**src/rtl/product_acc_pkg.sv**
```systemverilog
// Shared definitions for the product accumulator.
// Contents:
//   acc_state_e      - group FSM state (no beats / one or more beats)
//   *_W_DEF          - default widths for product, accumulator and beat counter
//   SAT_MAX_DEF/MIN  - saturation bounds at the default accumulator width
package product_acc_pkg;

    typedef enum logic [0:0] {
        StIdle,
        StAccum
    } acc_state_e;

    localparam int unsigned PROD_W_DEF = 64;
    localparam int unsigned ACC_W_DEF  = 72;
    localparam int unsigned CNT_W_DEF  = 16;

    // Largest positive / most negative two's-complement value at ACC_W_DEF.
    localparam logic [ACC_W_DEF-1:0] SAT_MAX_DEF = {1'b0, {(ACC_W_DEF-1){1'b1}}};
    localparam logic [ACC_W_DEF-1:0] SAT_MIN_DEF = {1'b1, {(ACC_W_DEF-1){1'b0}}};

endpackage

```
**src/rtl/acc_add_ovf.sv**
```systemverilog
// Combinational ACC_W-wide signed adder with overflow detection.
// Configuration macro: PRODUCT_ACC_SAT_EN - when defined, an overflowing sum
// clamps to the most positive / most negative value instead of wrapping.
// Ports:
//   acc  in  ACC_W  current accumulator value (signed)
//   prod in  ACC_W  sign-extended product (signed)
//   sum  out ACC_W  acc + prod (wrapped or clamped)
//   ovf  out 1      signed overflow occurred on this addition
module acc_add_ovf
    import product_acc_pkg::*;
#(
    parameter int unsigned ACC_W = ACC_W_DEF
) (
    input  logic [ACC_W-1:0] acc,
    input  logic [ACC_W-1:0] prod,
    output logic [ACC_W-1:0] sum,
    output logic             ovf
);

    logic [ACC_W-1:0] sum_raw;

    assign sum_raw = acc + prod;
    // Like-signed operands producing a result of the opposite sign.
    assign ovf = (acc[ACC_W-1] == prod[ACC_W-1]) && (sum_raw[ACC_W-1] != acc[ACC_W-1]);

`ifdef PRODUCT_ACC_SAT_EN
    logic [ACC_W-1:0] sat_max;
    logic [ACC_W-1:0] sat_min;

    assign sat_max = {1'b0, {(ACC_W-1){1'b1}}};
    assign sat_min = {1'b1, {(ACC_W-1){1'b0}}};

    // On overflow both operands share a sign, so acc's sign gives the direction.
    always_comb begin
        sum = sum_raw;
        if (ovf) begin
            sum = acc[ACC_W-1] ? sat_min : sat_max;
        end
    end
`else
    assign sum = sum_raw;
`endif

endmodule

```
**src/rtl/product_accumulator.sv**
```systemverilog
// Accumulates signed multiplier products into a wide sum and emits the group
// total through a one-entry registered output buffer when a beat is tagged last.
// Configuration macro: PRODUCT_ACC_SAT_EN - clamp the accumulator on overflow
// (handled inside acc_add_ovf); default build wraps and only flags out_ovf.
// Ports:
//   clk       in  1       rising-edge clock
//   rst       in  1       synchronous active-high reset
//   clear     in  1       abort current group (partial sum and count dropped)
//   in_valid  in  1       product beat valid
//   in_ready  out 1       beat can be accepted
//   in_data   in  PROD_W  signed product
//   in_last   in  1       final beat of the group
//   out_valid out 1       result valid
//   out_ready in  1       consumer takes the result
//   out_data  out ACC_W   signed group sum
//   out_count out CNT_W   beats in the group (saturating)
//   out_ovf   out 1       signed overflow seen anywhere in the group
module product_accumulator
    import product_acc_pkg::*;
#(
    parameter int unsigned PROD_W = PROD_W_DEF,
    parameter int unsigned ACC_W  = ACC_W_DEF,
    parameter int unsigned CNT_W  = CNT_W_DEF
) (
    input  logic              clk,
    input  logic              rst,
    input  logic              clear,
    input  logic              in_valid,
    output logic              in_ready,
    input  logic [PROD_W-1:0] in_data,
    input  logic              in_last,
    output logic              out_valid,
    input  logic              out_ready,
    output logic [ACC_W-1:0]  out_data,
    output logic [CNT_W-1:0]  out_count,
    output logic              out_ovf
);

    if (ACC_W < PROD_W) begin : g_bad_width
        $error("product_accumulator: ACC_W must be >= PROD_W");
    end

    acc_state_e state_q, state_d;

    logic [ACC_W-1:0] acc_q, acc_d;
    logic [CNT_W-1:0] cnt_q, cnt_d;
    logic             ovf_q, ovf_d;

    logic             out_valid_q, out_valid_d;
    logic [ACC_W-1:0] out_data_q, out_data_d;
    logic [CNT_W-1:0] out_count_q, out_count_d;
    logic             out_ovf_q, out_ovf_d;

    logic             accept;
    logic [ACC_W-1:0] prod_ext;
    logic [ACC_W-1:0] sum;
    logic             ovf_now;
    logic [CNT_W-1:0] cnt_inc;

    assign accept   = in_valid && in_ready;
    assign prod_ext = ACC_W'($signed(in_data));
    assign cnt_inc  = (cnt_q == {CNT_W{1'b1}}) ? cnt_q : cnt_q + CNT_W'(1);

    acc_add_ovf #(
        .ACC_W(ACC_W)
    ) u_add (
        .acc (acc_q),
        .prod(prod_ext),
        .sum (sum),
        .ovf (ovf_now)
    );

    // FSM: state register
    always_ff @(posedge clk) begin
        if (rst) begin
            state_q <= StIdle;
        end else begin
            state_q <= state_d;
        end
    end

    // FSM: next state
    always_comb begin
        state_d = state_q;
        if (clear) begin
            state_d = StIdle;
        end else if (accept) begin
            state_d = in_last ? StIdle : StAccum;
        end
    end

    // FSM: outputs. A held, unconsumed result blocks new beats.
    always_comb begin
        in_ready = !rst && !clear && !(out_valid_q && !out_ready);
    end

    // Accumulator, counter and sticky overflow.
    always_comb begin
        acc_d = acc_q;
        cnt_d = cnt_q;
        ovf_d = ovf_q;
        if (clear || (accept && in_last)) begin
            acc_d = '0;
            cnt_d = '0;
            ovf_d = 1'b0;
        end else if (accept) begin
            acc_d = sum;
            cnt_d = cnt_inc;
            ovf_d = ovf_q | ovf_now;
        end
    end

    // Output buffer: drains on handshake, reloads on a last beat in the same
    // cycle. clear never reaches here (accept is already gated by it).
    always_comb begin
        out_valid_d = out_valid_q;
        out_data_d  = out_data_q;
        out_count_d = out_count_q;
        out_ovf_d   = out_ovf_q;
        if (out_valid_q && out_ready) begin
            out_valid_d = 1'b0;
        end
        if (accept && in_last) begin
            out_valid_d = 1'b1;
            out_data_d  = sum;
            out_count_d = cnt_inc;
            out_ovf_d   = ovf_q | ovf_now;
        end
    end

    always_ff @(posedge clk) begin
        if (rst) begin
            acc_q       <= '0;
            cnt_q       <= '0;
            ovf_q       <= 1'b0;
            out_valid_q <= 1'b0;
            out_data_q  <= '0;
            out_count_q <= '0;
            out_ovf_q   <= 1'b0;
        end else begin
            acc_q       <= acc_d;
            cnt_q       <= cnt_d;
            ovf_q       <= ovf_d;
            out_valid_q <= out_valid_d;
            out_data_q  <= out_data_d;
            out_count_q <= out_count_d;
            out_ovf_q   <= out_ovf_d;
        end
    end

    assign out_valid = out_valid_q;
    assign out_data  = out_data_q;
    assign out_count = out_count_q;
    assign out_ovf   = out_ovf_q;

endmodule

```
**config.mk**
```make
export PLATFORM = sky130hd
export DESIGN_NAME = product_accumulator
export DESIGN_NICKNAME = d
export VERILOG_FILES = /design/src/rtl/product_acc_pkg.sv /design/src/rtl/acc_add_ovf.sv /design/src/rtl/product_accumulator.sv
export SDC_FILE = /design/constraint.sdc
export NUM_CORES = 1
export LEC_CHECK = 0
export CORE_AREA = 5 5 147 149
export DETAILED_ROUTE_END_ITERATION = 6
export DIE_AREA = 0 0 152 154
export GPL_ROUTABILITY_DRIVEN = 0
export PLACE_DENSITY = 0.8
export SLEW_MARGIN = 20
export SYNTH_ARGS = -nofsm -noshare
export SYNTH_HDL_FRONTEND = slang
export SYNTH_SLANG_ARGS = --single-unit
export TNS_END_PERCENT = 10
```
**constraint.sdc**
```tcl
create_clock -name clk -period 5.3 [get_ports clk]
set_input_delay 1.06 -clock clk [delete_from_list [all_inputs] [get_ports clk]]
set_output_delay 1.06 -clock clk [all_outputs]
set_load 0.05 [all_outputs]
```
---- After elaboration in Yosys (flattened, before gate mapping) ----
Index checks and enable logic that the tools add are counted.
word-level totals
  register bits after elaboration ......... 179
  input port bits ......................... 70
  word-level logic and storage cells ...... 30
operators by class
  add/sub/neg operators ................... 2
  eq/ne operators ......................... 3
  multiplexer cells ....................... 3
  bitwise logic cells ..................... 1
  reductions and logical operators ........ 14
operators with widths
  kind                     number
  $add A72 B72 Y72         1
  $add A16 B1 Y16 const B  1
  $eq A16 B16 Y1 const B   1
  $mux W16                 1
  $logic_and A1 B1 Y1      7
  $logic_not A1 Y1         4
  $mux W1                  2
  $reduce_bool A2 Y1       1
  $reduce_or A2 Y1         1
  $eq A1 B1 Y1             1
  $logic_or A1 B1 Y1       1
  $ne A1 B1 Y1             1
  $or A1 B1 Y1             1

---- Logic depth before layout (Yosys ltp) ----
Gate-level depths: netlist of run 1.
  word-level depth ........................ 8
  mapped depth ............................ 13
  mapped depth without buffers ............ 13

---- Modules after synthesis ----
From an unflattened synthesis of run 1, not the netlist that was laid out.
second synthesis, totals
  cell total of the unflattened synthesis .. 1464
  area total of the unflattened synthesis .. 10965.5 um^2
by module, submodules not included
  module               instances  cells each  area an instance (um^2)
  product_accumulator  1          852         6775.2
  acc_add_ovf          1          612         4190.3

---- Least setup slack after synthesis of run 1 ----
Ideal clock, no wire load.
  path kind ............................... input-to-reg
  start point ............................. input port clear
  end point ............................... register acc_q[13]
  arrival ................................. 3.645 ns
  data required time ...................... 5.172 ns
  setup slack ............................. 1.528 ns
  cell stages on the path ................. 8
  buffers on the path ..................... 4
  cell sequence ........................... nor3_1 and3_1 clkbuf_1 or3_1 clkbuf_1 clkbuf_1 clkbuf_1 nor2_1
on the way
  cells in the longest elaborated chain, start to end .. 7
ends and longest elaborated chain
  element                            line                        RTL
  start, declared                    product_accumulator.sv:27   input logic clear,
  $logic_not A1 Y1                   product_accumulator.sv:94   in_ready = !rst && !clear && !(out_valid_q && !out_ready);
  $logic_and A1 B1 Y1 (2 in series)  product_accumulator.sv:94
  $logic_and A1 B1 Y1                product_accumulator.sv:60   assign accept = in_valid && in_ready;
  $logic_and A1 B1 Y1                product_accumulator.sv:102  if (clear || (accept && in_last)) begin
  $logic_or A1 B1 Y1                 product_accumulator.sv:102
  $reduce_or A2 Y1 (no line)         --
  end signal, assigned               product_accumulator.sv:133  acc_q <= '0;
  end signal, assigned               product_accumulator.sv:141  acc_q <= acc_d;
  end, declared                      product_accumulator.sv:45   logic [ACC_W-1:0] acc_q, acc_d;
Several ways; a longest one is shown, not always the timed one.
A chain may end at the register's enable or synchronous reset.

---- Worst setup path after layout of run 1 ----
  start point ............................. input port in_data[20]
  end point ............................... register acc_q[69]
on the way
  cells in the longest elaborated chain, start to end .. 1
ends and longest elaborated chain
  element           line                       RTL
  start, declared   product_accumulator.sv:30  input logic [PROD_W-1:0] in_data,
  $add A72 B72 Y72  acc_add_ovf.sv:22          assign sum_raw = acc + prod;
No other way between the ends.

==> metrics, run 1 <==
Final Core Density 0.654; Clock Sinks 179; layout cell share with drive strength beyond 1 0.0484; max cap viols 0; Synth Register Bits 179; Synthesized Nets 1601; Area growth syn-to-layout 21.0%; Hold Slack 0.452 ns; Clock Skew 0.0128 ns; actual slew at the worst max-slew pin 0.991 ns; status complete, no violations; top post-synthesis cells by count nand2_1 (347), a21oi_1 (230), dfxtp_1 (179); data arrival time of the worst path 4.59 ns; setup TNS 0 ns; CP endpoint kind flop; period utilization 0.797; vias post-DR 10686; RSZ-0062 raised after global routing false; global-route wire length before repair 50500 um; Setup crit start in_data[20]; crit path cell chain clkdlybuf4s50_1 -> ha_1 -> a21oi_1 -> o21ai_1 -> or4_1 -> a211oi_2 -> nor4_1 -> o311ai_2 -> nand3_1 -> a31oi_1 -> xnor2_1 -> nand2_1 -> a21oi_1; DRC violations left 0; I/O Buffers 160; vias in the first global route 10536; Distinct cells, synth 68; H-tree levels 4; clk buf depth 2; FP Rows 52; Bufs and invs on worst path 1; most area-consuming cells after synthesis dfxtp_1 (33%), nand2_1 (12%), a21oi_1 (11%); CTS tree done; Crit Path Max Fanout 6; total track usage 0.254; Critical R2R Launch acc_q[0]$_SDFFE_PP0P_; DRT iter0 DRCs 670; startpoint types input port; reg2reg setup slack 1.82 ns; Clock transition at path regs 0.08 ns; synth warn 0; PwrDens 240 nW/um2; antenna viol nets, final 0; R2R depth 13; total CTS buffers 17; final hold violations 0; I/O pin count 161; Post-Syn Area 10800 um2; kind of critical path in2reg; CTS root buf clkbuf_16; Pre-Repair DR Iteration Count 5; normalized max-slew margin 0.339; CP delay by family, top compound AO/OA/AOI/OAI gates; filler instances 1806; Synth area leader dfxtp_1; cell depth of the worst setup path 13; ys async rst share 0; vias per cell 5.80; HP Class reg2reg; leak pwr 5.01 nW; initial antenna violation count 1; Clock Latency Late Sink 0.44 ns; FMAX 237 MHz; CP endpoint acc_q[69]$_SDFFE_PP0P_; cell with the largest stage delay on the worst path or4_1; most used cell, CP a21oi_1; EDFF count, synth 0; Syn Area/Cell 7.43 um2; Chip Width 152 um; Main synth FF type dfxtp_1; routed length per instance 16.3 um; Setup Viol. Count Final 0; Max stage delay on crit path 0.56 ns; Peak VDD IR 0.251 mV; post-CTS sizing 0; hold buffer count at cts 0; core area 20000 um2; cell with the most instances after synthesis nand2_1; Pins Over Slew Limit 0; Synth top area share 0.331; post-synthesis sequential area ratio 0.331; # nets final 1700; post-CTS setup buffers 0; pin count of the biggest net entering global routing 93; die area 23400 um2; Mapped Cells 1458; Detailed Place HPWL 21600 um; Tmin final 4.23 ns; total grt overflow 0; Routed WL 30100 um; Critical Path RT 5.66 ns; initial core utilization 0.541; Die Y 154 um; Reg2Reg Capture Point acc_q[64]$_SDFFE_PP0P_
==> cells in the final DEF, fill, tap and decap left out, types with 33 or more instances in the layout <==
master           netlist  routed
ha_1                  72      72
a21oi_1              230     230
xnor2_1               45      45
a21o_1                41      41
clkdlybuf4s50_1        0     159
xor2_1                45      45
dfxtp_1              179     179
nand2_1              347     345
nor2_1               106     106
o21ai_0               33      33
==> worst min path at each step <==
stage | depth (start not counted) | start | slack [ns] | to
3_3_place_gp | 2 | out_data[61]$_SDFFE_PP0P_ | 0.44 | out_data[61]$_SDFFE_PP0P_
3_5_place_dp | 2 | out_data[59]$_SDFFE_PP0P_ | 0.45 | out_data[59]$_SDFFE_PP0P_
4_1_cts | 2 | out_data[57]$_SDFFE_PP0P_ | 0.46 | out_data[57]$_SDFFE_PP0P_
2_1_floorplan | 2 | ovf_q$_SDFFE_PP0P_ | 0.43 | ovf_q$_SDFFE_PP0P_
6_report | 2 | out_data[57]$_SDFFE_PP0P_ | 0.45 | out_data[57]$_SDFFE_PP0P_
5_1_grt | 2 | out_data[57]$_SDFFE_PP0P_ | 0.47 | out_data[57]$_SDFFE_PP0P_
==> sequential cells by signal, summed over array words and instances, names as in the netlist <==
name,count
acc_q,72
cnt_q,16
out_valid,1
out_count,16
ovf_q,1
out_data,72
out_ovf,1
==> worst min-delay path, cell delays in order (launching register included) <==
cell	delay, ns
dfxtp_1	0.32
nand2_1	0.05
a21oi_1	0.05
==> cell type report <==
| cell class | count | area [um2] | share of cell area |
|---|---|---|---|
| clock buffer | 17 | 425 | 0.0324 |
| sequential | 179 | 3580 | 0.273 |
| inverter | 18 | 67.6 | 0.00515 |
| multi-input combinational | 1174 | 6860 | 0.523 |
| tap | 270 | 338 | 0.0258 |
| clock inverter | 15 | 179 | 0.0136 |
| antenna | 1 | 2.50 | 0.000191 |
| timing repair buffer | 167 | 1660 | 0.127 |
==> report_power, final <==
group          switching (mW)  total, mW  internal, mW  leakage, nW
clock                   0.643       1.29         0.644        0.295
combinational           0.302      0.476         0.173         3.27
sequential             0.0138       1.38          1.37         1.45
total                   0.959       3.15          2.19         5.01
==> metrics by stage <==
step / instance area (um2) / setup slack, ns / cells / total power, mW
6_report: 13100 / 1.07 / 1841 / 3.15
5_1_grt: 13100 / 0.889 / 1841 / 3.27
4_1_cts: 13100 / 1.13 / 1840 / 3.16
3_5_place_dp: 12500 / 0.687 / 1808 / 1.88
3_3_place_gp: 12500 / 0.789 / 1808 / 1.88
2_1_floorplan: 10800 / 1.53 / 1458 / 1.72
==> metal layers <==
metal / vias up / routed length, um / track usage
met4: 0 / 819 / 0.0839
met5: - / 0 / 0
met3: 60 / 1800 / 0.0520
li1: 5287 / - / -
met2: 339 / 14400 / 0.444
met1: 5000 / 13000 / 0.312
==> cells by family (layout without fill, tap and decap cells) <==
| logic type | Yosys count | in the layout | synth area share |
|---|---|---|---|
| simple gates | 577 | 577 | 0.227 |
| other cells | 0 | 1 | 0 |
| compound gates | 432 | 432 | 0.245 |
| fa+ha+maj | 73 | 73 | 0.0850 |
| xor+xnor | 90 | 90 | 0.0727 |
| mux | 2 | 2 | 0.00185 |
| buf+inv | 105 | 217 | 0.0381 |
| flops | 179 | 179 | 0.331 |
(Power assumes the default switching activity.)
==> inputs of run 2 (changes only) <==
==> constraint.sdc (replaced) <==
create_clock -name clk -period 4 [get_ports clk]
set_input_delay 0.8 -clock clk [delete_from_list [all_inputs] [get_ports clk]]
set_output_delay 0.8 -clock clk [all_outputs]
set_load 0.05 [all_outputs]
==> run 2 against run 1 <==
Effect of this change:
- worst setup slack worse by 0.89 ns
- largest power group unchanged
- combinational power is 38% higher
- clock skew decreased by 0.00077 ns
- critical path type unchanged
- cell count up 2.9%
==> metrics, run 2 (synthesized netlist as in run 1, its figures left out) <==
status complete, no violations (unchanged); leak pwr 5.26 nW (was 5.01 nW); FP Rows 52 (unchanged); Setup Viol. Count Final 0 (unchanged); total grt overflow 0 (unchanged); leading cell type in the layout, fill and taps excluded nand2_1 (unchanged); normalized max-slew margin 0.309 (was 0.339); vias in the first global route 10704 (was 10536); HP Class reg2reg (unchanged); Pre-Repair DR Iteration Count 6 (was 5); Die Y 154 um (unchanged); DRC violations left 0 (unchanged); routed length per instance 16.1 um (was 16.3 um); Setup crit start in_data[7] (was in_data[20]); max cap viols 0 (unchanged); Max stage delay on crit path 0.58 ns (was 0.56 ns); Crit Path Max Fanout 6 (unchanged); die area 23400 um2 (unchanged); cell depth of the worst setup path 13 (unchanged); Chip Width 152 um (unchanged); period utilization 0.953; cell with the largest stage delay on the worst path a2111oi_0 (was or4_1); CP endpoint kind flop (unchanged); Critical R2R Launch acc_q[7]$_SDFFE_PP0P_ (was acc_q[0]$_SDFFE_PP0P_); vias per cell 5.73 (was 5.80); initial core utilization 0.541 (unchanged); layout cell share with drive strength beyond 1 0.0812 (was 0.0484); Peak VDD IR 0.262 mV (was 0.251 mV); Reg2Reg Capture Point out_data[52]$_SDFFE_PP0P_ (was acc_q[64]$_SDFFE_PP0P_); CTS root buf clkbuf_16 (unchanged); R2R depth 12 (was 13); total track usage 0.255 (was 0.254); Tmin final 3.81 ns; DRT iter0 DRCs 685 (was 670); Critical Path RT 4.35 ns (was 5.66 ns); final hold violations 0 (unchanged); Detailed Place HPWL 22200 um (was 21600 um); reg2reg setup slack 0.66 ns (was 1.82 ns); CP endpoint out_data[52]$_SDFFE_PP0P_ (was acc_q[69]$_SDFFE_PP0P_); crit path cell chain clkdlybuf4s50_1 -> ha_1 -> a2111oi_0 -> o21ai_1 -> nand3_1 -> a2111oi_2 -> a211oi_1 -> a21oi_2 -> a31oi_1 -> o31ai_2 -> xor2_1 -> nand2_1 -> a21oi_1 (was clkdlybuf4s50_1 -> ha_1 -> a21oi_1 -> o21ai_1 -> or4_1 -> a211oi_2 -> nor4_1 -> o311ai_2 -> nand3_1 -> a31oi_1 -> xnor2_1 -> nand2_1 -> a21oi_1); Final Core Density 0.674 (was 0.654); Routed WL 30500 um (was 30100 um); ANT cells 0 (was 1); Clock transition at path regs 0.07 ns (was 0.08 ns); actual slew at the worst max-slew pin 1.04 ns (was 0.991 ns); most frequent cells in the layout nand2_1 (345), a21oi_1 (230), dfxtp_1 (179) (unchanged); kind of critical path in2reg (unchanged); pin count of the biggest net entering global routing 93 (unchanged); CTS tree done (unchanged); RSZ-0062 raised after global routing false (unchanged); global-route wire length before repair 50900 um (was 50500 um); Hold Slack 0.451 ns (was 0.452 ns); antenna viol nets, final 0 (unchanged); Bufs and invs on worst path 1 (unchanged); core area 20000 um2 (unchanged); vias post-DR 10850 (was 10686); Clock Sinks 179 (unchanged); clk buf depth 2 (unchanged); I/O pin count 161 (unchanged); initial antenna violation count 0 (was 1); I/O Buffers 160 (unchanged); startpoint types input port (unchanged); Clock Skew 0.0120 ns (was 0.0128 ns); Area growth syn-to-layout 24.7% (was 21.0%); PwrDens 307 nW/um2 (was 240 nW/um2); total CTS buffers 17 (unchanged); Pins Over Slew Limit 0 (unchanged); # nets final 1755 (was 1700); filler instances 1767 (was 1806); CP delay by family, top compound AO/OA/AOI/OAI gates (unchanged); Clock Latency Late Sink 0.44 ns (about the same); H-tree levels 4 (unchanged); FMAX 262 MHz; data arrival time of the worst path 4.16 ns (was 4.59 ns)
## run 2: per-layer routing
layer  GRT usage  vias to the layer above  share of wire
met5           0                        -              0
met4      0.0925                        0          0.030
met3      0.0455                       64          0.057
met2       0.449                      377           0.48
met1       0.313                     5023           0.43
li1            -                     5386              -
## run 2: through the flow
| stage | instance area (um2) | TNS, ns | instances | total power, mW | worst slack, ns |
|---|---|---|---|---|---|
| global placement | 12900 | -0.125 | 1863 | 2.52 | -0.0491 |
| finish | 13500 | 0 | 1895 | 4.16 | 0.188 |
| floorplan | 10800 | 0 | 1458 | 2.28 | 0.488 |
| CTS | 13500 | 0 | 1895 | 4.17 | 0.225 |
| detailed placement | 12900 | -1.67 | 1863 | 2.52 | -0.166 |
| global route | 13500 | 0 | 1895 | 4.32 | 0.0870 |
## run 2: final cells by class
cell class	count	area, um2	area share
Clock buffer	18	439	0.0325
Clock inverter	14	140	0.0104
Inverter	18	67.6	0.00500
Multi-Input combinational cell	1174	6860	0.508
Sequential cell	179	3580	0.265
Tap cell	270	338	0.0250
Timing Repair Buffer	222	2090	0.154
## run 2: worst reg2reg max path, delay by kind of cell (launching register included)
family	cells	cell delay [ns]
adders and majority gates	1	0.36
and+or+nand+nor	2	0.32
DFF	1	0.32
AOI/OAI and AO/OA	8	2.07
xor gates and xnor gates	1	0.19
## run 2: worst min-delay path by stage
stage | start | end | slack (ns) | cells after the start
3_3_place_gp | ovf_q$_SDFFE_PP0P_ | ovf_q$_SDFFE_PP0P_ | 0.44 | 2
5_1_grt | out_data[58]$_SDFFE_PP0P_ | out_data[58]$_SDFFE_PP0P_ | 0.47 | 2
2_1_floorplan | ovf_q$_SDFFE_PP0P_ | ovf_q$_SDFFE_PP0P_ | 0.43 | 2
3_5_place_dp | out_data[63]$_SDFFE_PP0P_ | out_data[63]$_SDFFE_PP0P_ | 0.44 | 2
4_1_cts | out_data[63]$_SDFFE_PP0P_ | out_data[63]$_SDFFE_PP0P_ | 0.45 | 2
6_report | out_data[63]$_SDFFE_PP0P_ | out_data[63]$_SDFFE_PP0P_ | 0.45 | 2
## run 2: repair_timing
action	in CTS	in global routing
gates resized for setup	0	1
hold buffers	0	0
buffers inserted	0	0
endpoints found under the setup margin	0	3
## run 2: report_power, final
group,switching (mW),total (mW),internal [mW]
clock,0.818,1.66,0.845
sequential,0.0188,1.83,1.81
combinational,0.405,0.659,0.254
total,1.24,4.16,2.91
